$ cat src/rtl/dma64_rd_arbiter.sv
// Round-robin arbiter sharing one 64-bit DMA read port between two clients; holds grant until all beats delivered.
// Optional statistics outputs stat_xfers/stat_stall are enabled by defining DMA64_RD_ARB_STATS_EN.
module dma64_rd_arbiter #(
    parameter int LEN_W = 32,
    parameter int IDX_W = 32
) (
    input  logic             clk,
    input  logic             rst,
    input  logic             c0_ctrl_valid,
    output logic             c0_ctrl_ready,
    input  logic [IDX_W-1:0] c0_ctrl_index,
    input  logic [LEN_W-1:0] c0_ctrl_length,
    input  logic [2:0]       c0_ctrl_size,
    input  logic [5:0]       c0_ctrl_user,
    output logic             c0_chnl_valid,
    input  logic             c0_chnl_ready,
    input  logic             c1_ctrl_valid,
    output logic             c1_ctrl_ready,
    input  logic [IDX_W-1:0] c1_ctrl_index,
    input  logic [LEN_W-1:0] c1_ctrl_length,
    input  logic [2:0]       c1_ctrl_size,
    input  logic [5:0]       c1_ctrl_user,
    output logic             c1_chnl_valid,
    input  logic             c1_chnl_ready,
    output logic [63:0]      chnl_data,
    input  logic             dma_read_ctrl_ready,
    output logic             dma_read_ctrl_valid,
    output logic [IDX_W-1:0] dma_read_ctrl_data_index,
    output logic [LEN_W-1:0] dma_read_ctrl_data_length,
    output logic [2:0]       dma_read_ctrl_data_size,
    output logic [5:0]       dma_read_ctrl_data_user,
    input  logic             dma_read_chnl_valid,
    output logic             dma_read_chnl_ready,
    input  logic [63:0]      dma_read_chnl_data,
    output logic [31:0]      debug
`ifdef DMA64_RD_ARB_STATS_EN
   ,output logic [31:0]      stat_xfers,
    output logic [31:0]      stat_stall
`endif
);

    typedef enum logic [1:0] {IDLE = 2'd0, CTRL = 2'd1, DATA = 2'd2} state_t;

    state_t           state_q, state_d;
    logic             owner_q, owner_d;
    logic             prio_q, prio_d;
    logic [LEN_W-1:0] cnt_q, cnt_d;
    logic             ctrl_vld_q, ctrl_vld_d;
    logic [IDX_W-1:0] idx_q, idx_d;
    logic [LEN_W-1:0] len_q, len_d;
    logic [2:0]       size_q, size_d;
    logic [5:0]       user_q, user_d;

    logic             win;
    logic             accept;
    logic             routing;
    logic             owner_rdy;
    logic             beat_hs;
    logic [LEN_W-1:0] win_len;

    // Gating accept with rst keeps ctrl_ready low while reset is held.
    assign win       = (c0_ctrl_valid & c1_ctrl_valid) ? prio_q : c1_ctrl_valid;
    assign accept    = rst & (state_q == IDLE) & (c0_ctrl_valid | c1_ctrl_valid);
    assign win_len   = win ? c1_ctrl_length : c0_ctrl_length;
    assign routing   = (state_q != IDLE);
    assign owner_rdy = owner_q ? c1_chnl_ready : c0_chnl_ready;
    assign beat_hs   = dma_read_chnl_valid & dma_read_chnl_ready;

    assign c0_ctrl_ready       = accept & ~win;
    assign c1_ctrl_ready       = accept & win;
    assign dma_read_chnl_ready = routing & owner_rdy;
    assign c0_chnl_valid       = routing & ~owner_q & dma_read_chnl_valid;
    assign c1_chnl_valid       = routing & owner_q & dma_read_chnl_valid;
    assign chnl_data           = dma_read_chnl_data;

    assign dma_read_ctrl_valid       = ctrl_vld_q;
    assign dma_read_ctrl_data_index  = idx_q;
    assign dma_read_ctrl_data_length = len_q;
    assign dma_read_ctrl_data_size   = size_q;
    assign dma_read_ctrl_data_user   = user_q;
    assign debug = {28'd0, prio_q, owner_q, state_q};

    always_comb begin
        state_d    = state_q;
        owner_d    = owner_q;
        prio_d     = prio_q;
        cnt_d      = cnt_q;
        ctrl_vld_d = ctrl_vld_q;
        idx_d      = idx_q;
        len_d      = len_q;
        size_d     = size_q;
        user_d     = user_q;
        case (state_q)
            IDLE: begin
                if (accept) begin
                    owner_d = win;
                    prio_d  = ~win;
                    idx_d   = win ? c1_ctrl_index : c0_ctrl_index;
                    len_d   = win_len;
                    size_d  = win ? c1_ctrl_size : c0_ctrl_size;
                    user_d  = win ? c1_ctrl_user : c0_ctrl_user;
                    // Zero-length requests are acknowledged but never reach the DMA.
                    if (win_len != '0) begin
                        ctrl_vld_d = 1'b1;
                        cnt_d      = win_len;
                        state_d    = CTRL;
                    end
                end
            end
            CTRL: begin
                if (dma_read_ctrl_ready) begin
                    ctrl_vld_d = 1'b0;
                    state_d    = DATA;
                end
            end
            default: ;
        endcase
        if (routing && beat_hs) begin
            cnt_d = cnt_q - LEN_W'(1);
            if (cnt_q == LEN_W'(1)) begin
                state_d    = IDLE;
                ctrl_vld_d = 1'b0;
            end
        end
    end

    always_ff @(posedge clk or negedge rst) begin
        if (!rst) begin
            state_q    <= IDLE;
            owner_q    <= 1'b0;
            prio_q     <= 1'b0;
            cnt_q      <= '0;
            ctrl_vld_q <= 1'b0;
            idx_q      <= '0;
            len_q      <= '0;
            size_q     <= '0;
            user_q     <= '0;
        end else begin
            state_q    <= state_d;
            owner_q    <= owner_d;
            prio_q     <= prio_d;
            cnt_q      <= cnt_d;
            ctrl_vld_q <= ctrl_vld_d;
            idx_q      <= idx_d;
            len_q      <= len_d;
            size_q     <= size_d;
            user_q     <= user_d;
        end
    end

`ifdef DMA64_RD_ARB_STATS_EN
    logic [15:0] xfer0_q, xfer1_q;
    logic [31:0] stall_q;

    always_ff @(posedge clk or negedge rst) begin
        if (!rst) begin
            xfer0_q <= '0;
            xfer1_q <= '0;
            stall_q <= '0;
        end else begin
            if (c0_ctrl_ready && xfer0_q != '1) xfer0_q <= xfer0_q + 16'd1;
            if (c1_ctrl_ready && xfer1_q != '1) xfer1_q <= xfer1_q + 16'd1;
            if (routing && dma_read_chnl_valid && !owner_rdy && stall_q != '1)
                stall_q <= stall_q + 32'd1;
        end
    end

    assign stat_xfers = {xfer1_q, xfer0_q};
    assign stat_stall = stall_q;
`endif

endmodule
$ cat config.mk
export PLATFORM = sky130hd
export DESIGN_NAME = dma64_rd_arbiter
export DESIGN_NICKNAME = d
export VERILOG_FILES = /design/src/rtl/dma64_rd_arbiter.sv
export SDC_FILE = /design/constraint.sdc
export NUM_CORES = 1
export LEC_CHECK = 0
export CORE_AREA = 2 2 154 156
export CTS_CLUSTER_SIZE = 8
export DETAILED_ROUTE_END_ITERATION = 6
export DIE_AREA = 0 0 156 158
export HOLD_SLACK_MARGIN = 0.12
export PLACE_DENSITY_LB_ADDON = 0.3
export SYNTH_ARGS = -nofsm -noshare
export SYNTH_HDL_FRONTEND = slang
export SYNTH_SLANG_ARGS = --single-unit
$ cat constraint.sdc
create_clock -name clk -period 2.96 [get_ports clk]
set_input_delay 0.592 -clock clk [delete_from_list [all_inputs] [get_ports clk]]
set_output_delay 0.592 -clock clk [all_outputs]
set_load 0.02 [all_outputs]
==> results of run 1 <==
==> kinds of logic (layout without fill, tap and decap cells) <==
| family | after synthesis | count (layout) | synth area share |
|---|---|---|---|
| simple gates | 277 | 277 | 0.204 |
| mux | 31 | 31 | 0.0502 |
| compound gates | 133 | 133 | 0.139 |
| buf+inv | 139 | 298 | 0.141 |
| flops | 110 | 110 | 0.444 |
| other cells | 1 | 28 | 0.000605 |
| xor+xnor | 12 | 12 | 0.0169 |
| fa+ha+maj | 2 | 2 | 0.00403 |
==> cell type report <==
type	count	area [um^2]	area share
inverter	5	18.8	0.00213
clock buffer	12	236	0.0269
tap	290	363	0.0412
timing repair buffer	277	2700	0.307
sequential	110	2750	0.313
clock inverter	4	31.3	0.00355
multi-input combinational	483	2700	0.307
==> per-layer routing <==
metal | track usage | wire length (um) | vias to the layer above
met5 | 0 | 0 | -
met4 | 0.0550 | 477 | 0
met3 | 0.0454 | 1430 | 35
met2 | 0.265 | 9710 | 210
met1 | 0.206 | 9010 | 2583
li1 | - | - | 2696
==> state kept, by name, indices dropped and copies added, names as in the netlist <==
signal,cells
cnt_q,32
dma_read_ctrl_data_index,32
dma_read_ctrl_data_length,32
dma_read_ctrl_data_user,6
dma_read_ctrl_data_size,3
state_q,2
dma_read_ctrl_valid,1
owner_q,1
prio_q,1
==> worst paths after layout <==
path / from / end / slack, ns / depth (start not counted)
worst max-delay path: c1_ctrl_valid / c0_ctrl_ready / 0.18 / 6
worst min-delay path: rst / dma_read_ctrl_data_length[26]$_DFFE_PN0P_ / 0.30 / 2
worst max register to register: cnt_q[18]$_DFFE_PN0P_ / cnt_q[25]$_DFFE_PN0P_ / 0.35 / 5
worst min register to register: dma_read_ctrl_data_length[4]$_DFFE_PN0P_ / dma_read_ctrl_data_length[4]$_DFFE_PN0P_ / 0.48 / 1
max in group asynchronous: rst / dma_read_ctrl_data_index[30]$_DFFE_PN0P_ / 1.24 / 3
min in group clk: dma_read_ctrl_data_length[4]$_DFFE_PN0P_ / dma_read_ctrl_data_length[4]$_DFFE_PN0P_ / 0.48 / 1
==> power by group through the flow <==
stage / Clock [mW] / Sequential, mW / Combinational [mW]
final: 1.16 / 2.73 / 3.41
after global routing: 1.27 / 2.85 / 3.67
after global placement: 0 / 2.74 / 3.44
after CTS: 1.21 / 2.75 / 3.45
after floorplan: 0 / 3.27 / 1.33
after detailed placement: 0 / 2.77 / 3.44
==> critical path: cells and delay by family <==
family,cells,cell delay [ns]
AND/OR/NAND/NOR,2,0.62
buffers and inverters,3,0.83
AO/OA/AOI/OAI,1,0.14
==> placed cells by master, fill, tap and decap left out, types with 3 or more instances in the layout <==
| cell type | n |
|---|---|
| clkbuf_16 | 9 |
| o21ai_0 | 28 |
| conb_1 | 28 |
| a31oi_1 | 42 |
| nand3b_1 | 3 |
| clkdlybuf4s50_1 | 233 |
| and3_1 | 3 |
| inv_1 | 5 |
| dfrtp_1 | 110 |
| o22ai_1 | 11 |
| buf_12 | 3 |
| nand2b_1 | 3 |
| mux2i_1 | 30 |
| nand2_1 | 141 |
| a31o_2 | 8 |
| a21oi_1 | 14 |
| nor2_1 | 64 |
| and2_1 | 3 |
| xnor2_1 | 11 |
| nor4_1 | 24 |
| clkbuf_1 | 3 |
| nor3_1 | 4 |
| nand3_1 | 5 |
| or3_1 | 10 |
| a21o_1 | 10 |
| a311o_1 | 8 |
| buf_4 | 40 |
==> repair_timing <==
action	in CTS	in global routing
setup endpoints to repair	1	0
resized for setup	1	0
endpoints found under the hold margin	0	0
==> run summary, run 1 <==
## Outcome
- finished clean — outcome

## Worst setup path
- 0.47 ns — worst stage delay on the critical path
- clkdlybuf4s50_1 — slowest library cell on the worst path
- output port — critical path capture point type
- buf_4 — dominant cell type by count on the critical path
- 2 — critical-path maximum fanout
- 2.37 ns — Worst Path Required
- 2.19 ns — Worst Path Arrival
- primary input — type of element launching the critical path
- primary input to output port — WS Path Type
- clkdlybuf4s50_1 > o21ai_0 > or3_2 > buf_4 > nor2_1 > buf_4 — cell-by-cell listing of the critical path

## Synthesis
- dfrtp_1 — dominant register cell in the synthesized netlist
- 0 — count of warnings emitted by yosys
- dfrtp_1, buf_4, nand2_1 — main area contributors after synthesis
- 0.444 — share of synthesized area occupied by flip-flops and latches
- dfrtp_1 — cell taking the most area after synthesis
- 0.00620 mm^2 — area of the mapped netlist
- nand2_1 — cell with the most instances after synthesis
- nand2_1, dfrtp_1, buf_4 — most used standard cells in the synthesized netlist
- 0 — EDFF count, synth
- 705 — cell count after synthesis
- 8.80 um^2 — per-instance average area after synthesis
- 1.00 — ys async rst share
- 110 — register bit count reported by yosys
- 50 — library cells used by synthesis
- 0.444 — area share of the largest cell type after synthesis

## Placed design
- -0.0534 ns — pre-CTS worst setup slack
- 15,700 um — DPL Wire Length
- 236 — Port-buffer cells
- 0.00854 mm^2 — Placement Cell Area
- 1,165 — # placed instances
- 0.792 — GP Congestion

## GRT
- 0 — initial antenna violation count
- 5,230 — via count of the first global-routing pass
- 0.162 — combined global-route utilization of all metal layers
- 0 — total global routing overflow
- 30,300 um — first-pass GRT wire length
- 82 — largest net degree at the start of global routing

## Timing
- 0 — Setup-failing EPs final
- no — RSZ-0062 raised after global routing
- 360 MHz — FMAX
- 0.302 ns — final worst hold slack
- 1.01 ns — actual slew at the worst max-slew pin
- 0.329 — normalized max-slew margin
- 0 ns — final-layout setup total negative slack
- 2.78 ns — time the final worst path needs with I/O delays and setup
- 0 — final max-slew violation count
- 0.938 — period utilization
- 0.183 ns — Setup WS post-layout
- 0.0131 ns — clock tree skew after final layout
- 0 — hold violation total from the final report

## Power
- 2.82 mW — NetSw
- 0.159 — share of total power in the clock network
- 4.49 mW — Int Power
- 7.31 mW — Total Power
- 0.385 — switching portion of total power
- 0.467 — part of the total power dissipated in combinational logic
- 3.78 nW — Lkg Pwr
- 830 mW/mm^2 — cell area power density
- 0.374 — share of power burned in registers
- 0.335 mV — maximum ir drop on the vdd rail

## Drt
- 5,524 — count of vias placed by the detailed router
- 4.68 — post-detailed-route via-to-cell ratio
- 0 — remaining routing DRC violations
- 4 — number of iterations in the first detailed-routing pass
- 0 — number of routed nets with antenna violations
- 307 — violation count after the first detailed-route iteration
- 17.5 um — WL/cell
- 20,600 um — wire length reported by the detailed router

## Clock network
- 0.35 ns — Skew-Pair Late Insertion Delay
- 3 — CTS H-tree lvls
- clkbuf_16 — root buffer selected by CTS
- 0 — number of hold-repair buffers added at the cts stage
- built — TritonCTS clock tree
- 2 — clk buf depth
- 9 — number of clock buffers inserted by TritonCTS
- 0.07 ns — clock-pin transition on the worst setup and hold timing paths
- 0 — post-CTS setup buffers
- 110 — number of clock sinks seen by CTS

## Finish
- 1,181 — count of non-filler cells in the finished layout
- 0 — count of inserted antenna diode cells
- 42.0% — Area growth, synth to finish
- 1,106 — number of nets in the finished design
- 0.00881 mm^2 — area of all placed cells without fillers
- 0.0853 — fraction of final layout cells sized beyond drive strength 1
- 0.382 — Finished Core Util
- 2,348 — number of filler instances in the final layout

## Floorplanning
- 56 — Rows
- 0.269 — initial cell density of the core
- 156 um — Chip Width
- 0.0231 mm^2 — standard cell core area
- 0.0246 mm^2 — Total Die Area
- 158 um — floorplan die height
- 393 — Top-Level Pins

## Run
- 0 — max-capacitance violation count

## Worst hold path
- primary input to asynchronous set/reset pin — type of the worst min-delay path

No activity file was read; power rests on OpenSTA's default activity.
==> run 2, diff against run 1 <==
HOLD_SLACK_MARGIN = 0.06   (was 0.12)
==> results of run 2 <==
The final DEF is identical to that of run 1; final timing and power are the same.
==> run 3, diff against run 2 <==
GPL_TIMING_DRIVEN = 0   (was unset)
SLEW_MARGIN = 5   (was unset)
==> run 3 against run 2 <==
  * Utilization grew 5.7 points
  * Clock power is 22% higher
  * Final cell count rose by 13%
  * Worst setup slack got worse by 0.13 ns
  * First-iteration DRC count up 29%
  * Die area stayed put
  * Clock skew fell by 0.0027 ns
  * Via count rose by 13%
  * Final area increased by 15%
  * Fmax down 4.4%
  * Non-clock buffer count increased by 156
  * Critical endpoint unchanged
  * Largest power group unchanged
==> run summary, run 3 (synthesis gave the netlist of run 1 again) <==
## Finish
- 0.139 — fraction of final layout cells sized beyond drive strength 1
- clkdlybuf4s50_1, nand2_1, dfrtp_1 — top library cells by usage in the layout, fill and taps aside
- 1,337 — count of non-filler cells in the finished layout
- 0.439 — Finished Core Util
- 63.3% — Area growth, synth to finish
- clkdlybuf4s50_1 — leading cell type in the layout, fill and taps excluded
- 1,262 — number of nets in the finished design
- 0 — count of inserted antenna diode cells

## GRT
- 6,119 — via count of the first global-routing pass
- 35,500 um — first-pass GRT wire length
- 0.191 — combined global-route utilization of all metal layers
- 0 — total global routing overflow
- 0 — initial antenna violation count
- 69 — largest net degree at the start of global routing

## Clock network
- built — TritonCTS clock tree
- 9 — number of clock buffers inserted by TritonCTS
- clkbuf_16 — root buffer selected by CTS
- 0 — post-CTS setup buffers
- 2 — clk buf depth
- 0.36 ns — Skew-Pair Late Insertion Delay
- 3 — CTS H-tree lvls
- 0.08 ns — clock-pin transition on the worst setup and hold timing paths
- 110 — number of clock sinks seen by CTS

## Floorplanning
- 156 um — Chip Width
- 158 um — floorplan die height
- 0.0231 mm^2 — standard cell core area
- 56 — Rows
- 0.0246 mm^2 — Total Die Area
- 393 — Top-Level Pins
- 0.269 — initial cell density of the core

## Outcome
- finished clean — outcome

## Power
- 4.41 nW — Lkg Pwr
- 7.84 mW — Total Power
- 0.383 — switching portion of total power
- 0.474 — part of the total power dissipated in combinational logic
- 0.180 — share of total power in the clock network
- 4.84 mW — Int Power
- 774 mW/mm^2 — cell area power density
- 0.342 mV — maximum ir drop on the vdd rail
- 0.346 — share of power burned in registers
- 3.00 mW — NetSw

## Worst setup path
- 2.37 ns — Worst Path Required
- 2.31 ns — Worst Path Arrival
- primary input — type of element launching the critical path
- primary input to output port — WS Path Type
- 10 — critical-path maximum fanout
- output port — critical path capture point type

## Drt
- 24,300 um — wire length reported by the detailed router
- 0 — remaining routing DRC violations
- 4.66 — post-detailed-route via-to-cell ratio
- 395 — violation count after the first detailed-route iteration
- 0 — number of routed nets with antenna violations
- 4 — number of iterations in the first detailed-routing pass
- 18.2 um — WL/cell
- 6,233 — count of vias placed by the detailed router

## Timing
- 0 — hold violation total from the final report
- 0.0104 ns — clock tree skew after final layout
- 0.462 — normalized max-slew margin
- 0 — final max-slew violation count
- 2.90 ns — time the final worst path needs with I/O delays and setup
- 0 — Setup-failing EPs final
- 0.807 ns — actual slew at the worst max-slew pin
- 344 MHz — FMAX
- 0.981 — period utilization

## Placed design
- 1,323 — # placed instances
- 0.863 — GP Congestion
- 19,000 um — DPL Wire Length
- 300 — Port-buffer cells

## Worst hold path
- primary input to asynchronous set/reset pin — type of the worst min-delay path

## Run
- 0 — max-capacitance violation count

run 3: cell types whose count changed in the layout (fill, tap and decap cells not counted), moves of 2 or more:
cell,change
buf_12,-3
buf_4,+56
buf_6,+2
buf_8,+2
bufinv_16,+2
clkbuf_1,+25
clkbuf_2,+3
clkbuf_8,+3
clkdlybuf4s50_1,+64
clkinv_4,-2
nor4_1,-2
nor4_2,+2
o21ai_1,+2
run 3: cell type report:
type / count / area (um^2)
timing repair buffer: 301 / 3030
sequential: 110 / 2750
inverter: 5 / 18.8
fill: 2322 / 12900
clock inverter: 6 / 104
clock buffer: 10 / 239
tap: 290 / 363
buffer: 132 / 906
multi-input combinational: 483 / 2710
run 3: power by group through the flow:
stage                     Clock [mW]  Combinational [mW]  Sequential [mW]
after CTS                       1.45                3.75             2.71
after detailed placement           0                3.73             2.73
final                           1.41                3.72             2.71
after global placement             0                3.70             2.70
after global routing            1.50                4.00             2.82
after floorplan                    0                1.33             3.27
run 3: path summary, 6_finish.rpt:
path                                                           startpoint                                        end  slack, ns  depth (start not counted)
worst max-delay path                                        c1_ctrl_valid                              c0_ctrl_ready       0.06                          7
worst min-delay path                                                  rst  dma_read_ctrl_data_length[26]$_DFFE_PN0P_       0.12                          1
worst max register to register                       cnt_q[0]$_DFFE_PN0P_                      cnt_q[26]$_DFFE_PN0P_       0.25                          8
worst min register to register  dma_read_ctrl_data_length[21]$_DFFE_PN0P_  dma_read_ctrl_data_length[21]$_DFFE_PN0P_       0.48                          2
max in group asynchronous                                             rst  dma_read_ctrl_data_length[11]$_DFFE_PN0P_       2.17                          2
min in group clk                dma_read_ctrl_data_length[21]$_DFFE_PN0P_  dma_read_ctrl_data_length[21]$_DFFE_PN0P_       0.48                          2
run 3: per-stage QoR:
step	cell area, um^2	setup WS, ns	setup TNS [ns]	hold slack [ns]
after floorplan	6300	0.445	0	0.296
after global placement	9670	-5.85	-933.70	0.461
after detailed placement	9700	-1.51	-72.75	0.468
after CTS	10100	-0.0886	-0.154	0.118
after global routing	10100	-0.00523	-0.00523	0.134
final	10100	0.0563	0	0.115
run 3: routing by layer:
metal,part of all wire,track usage
met5,0,0
met4,0.016,0.0411
met3,0.092,0.0605
met2,0.50,0.339
met1,0.39,0.227
run 3: worst max-delay path, cell delays in order:
cell and delay (ns):
clkdlybuf4s50_1 0.51, o21ai_1 0.16, or3_4 0.41, buf_8 0.17, clkbuf_8 0.19, nor2_1 0.11
buf_4 0.15
run 3: what timing repair did:
| action | 4_1_cts | 5_1_grt |
|---|---|---|
| endpoints found under the setup margin | 88 | 32 |
| hold endpoints to repair | 0 | 0 |
| resized for setup | 34 | 12 |
| hold buffers | 0 | 0 |
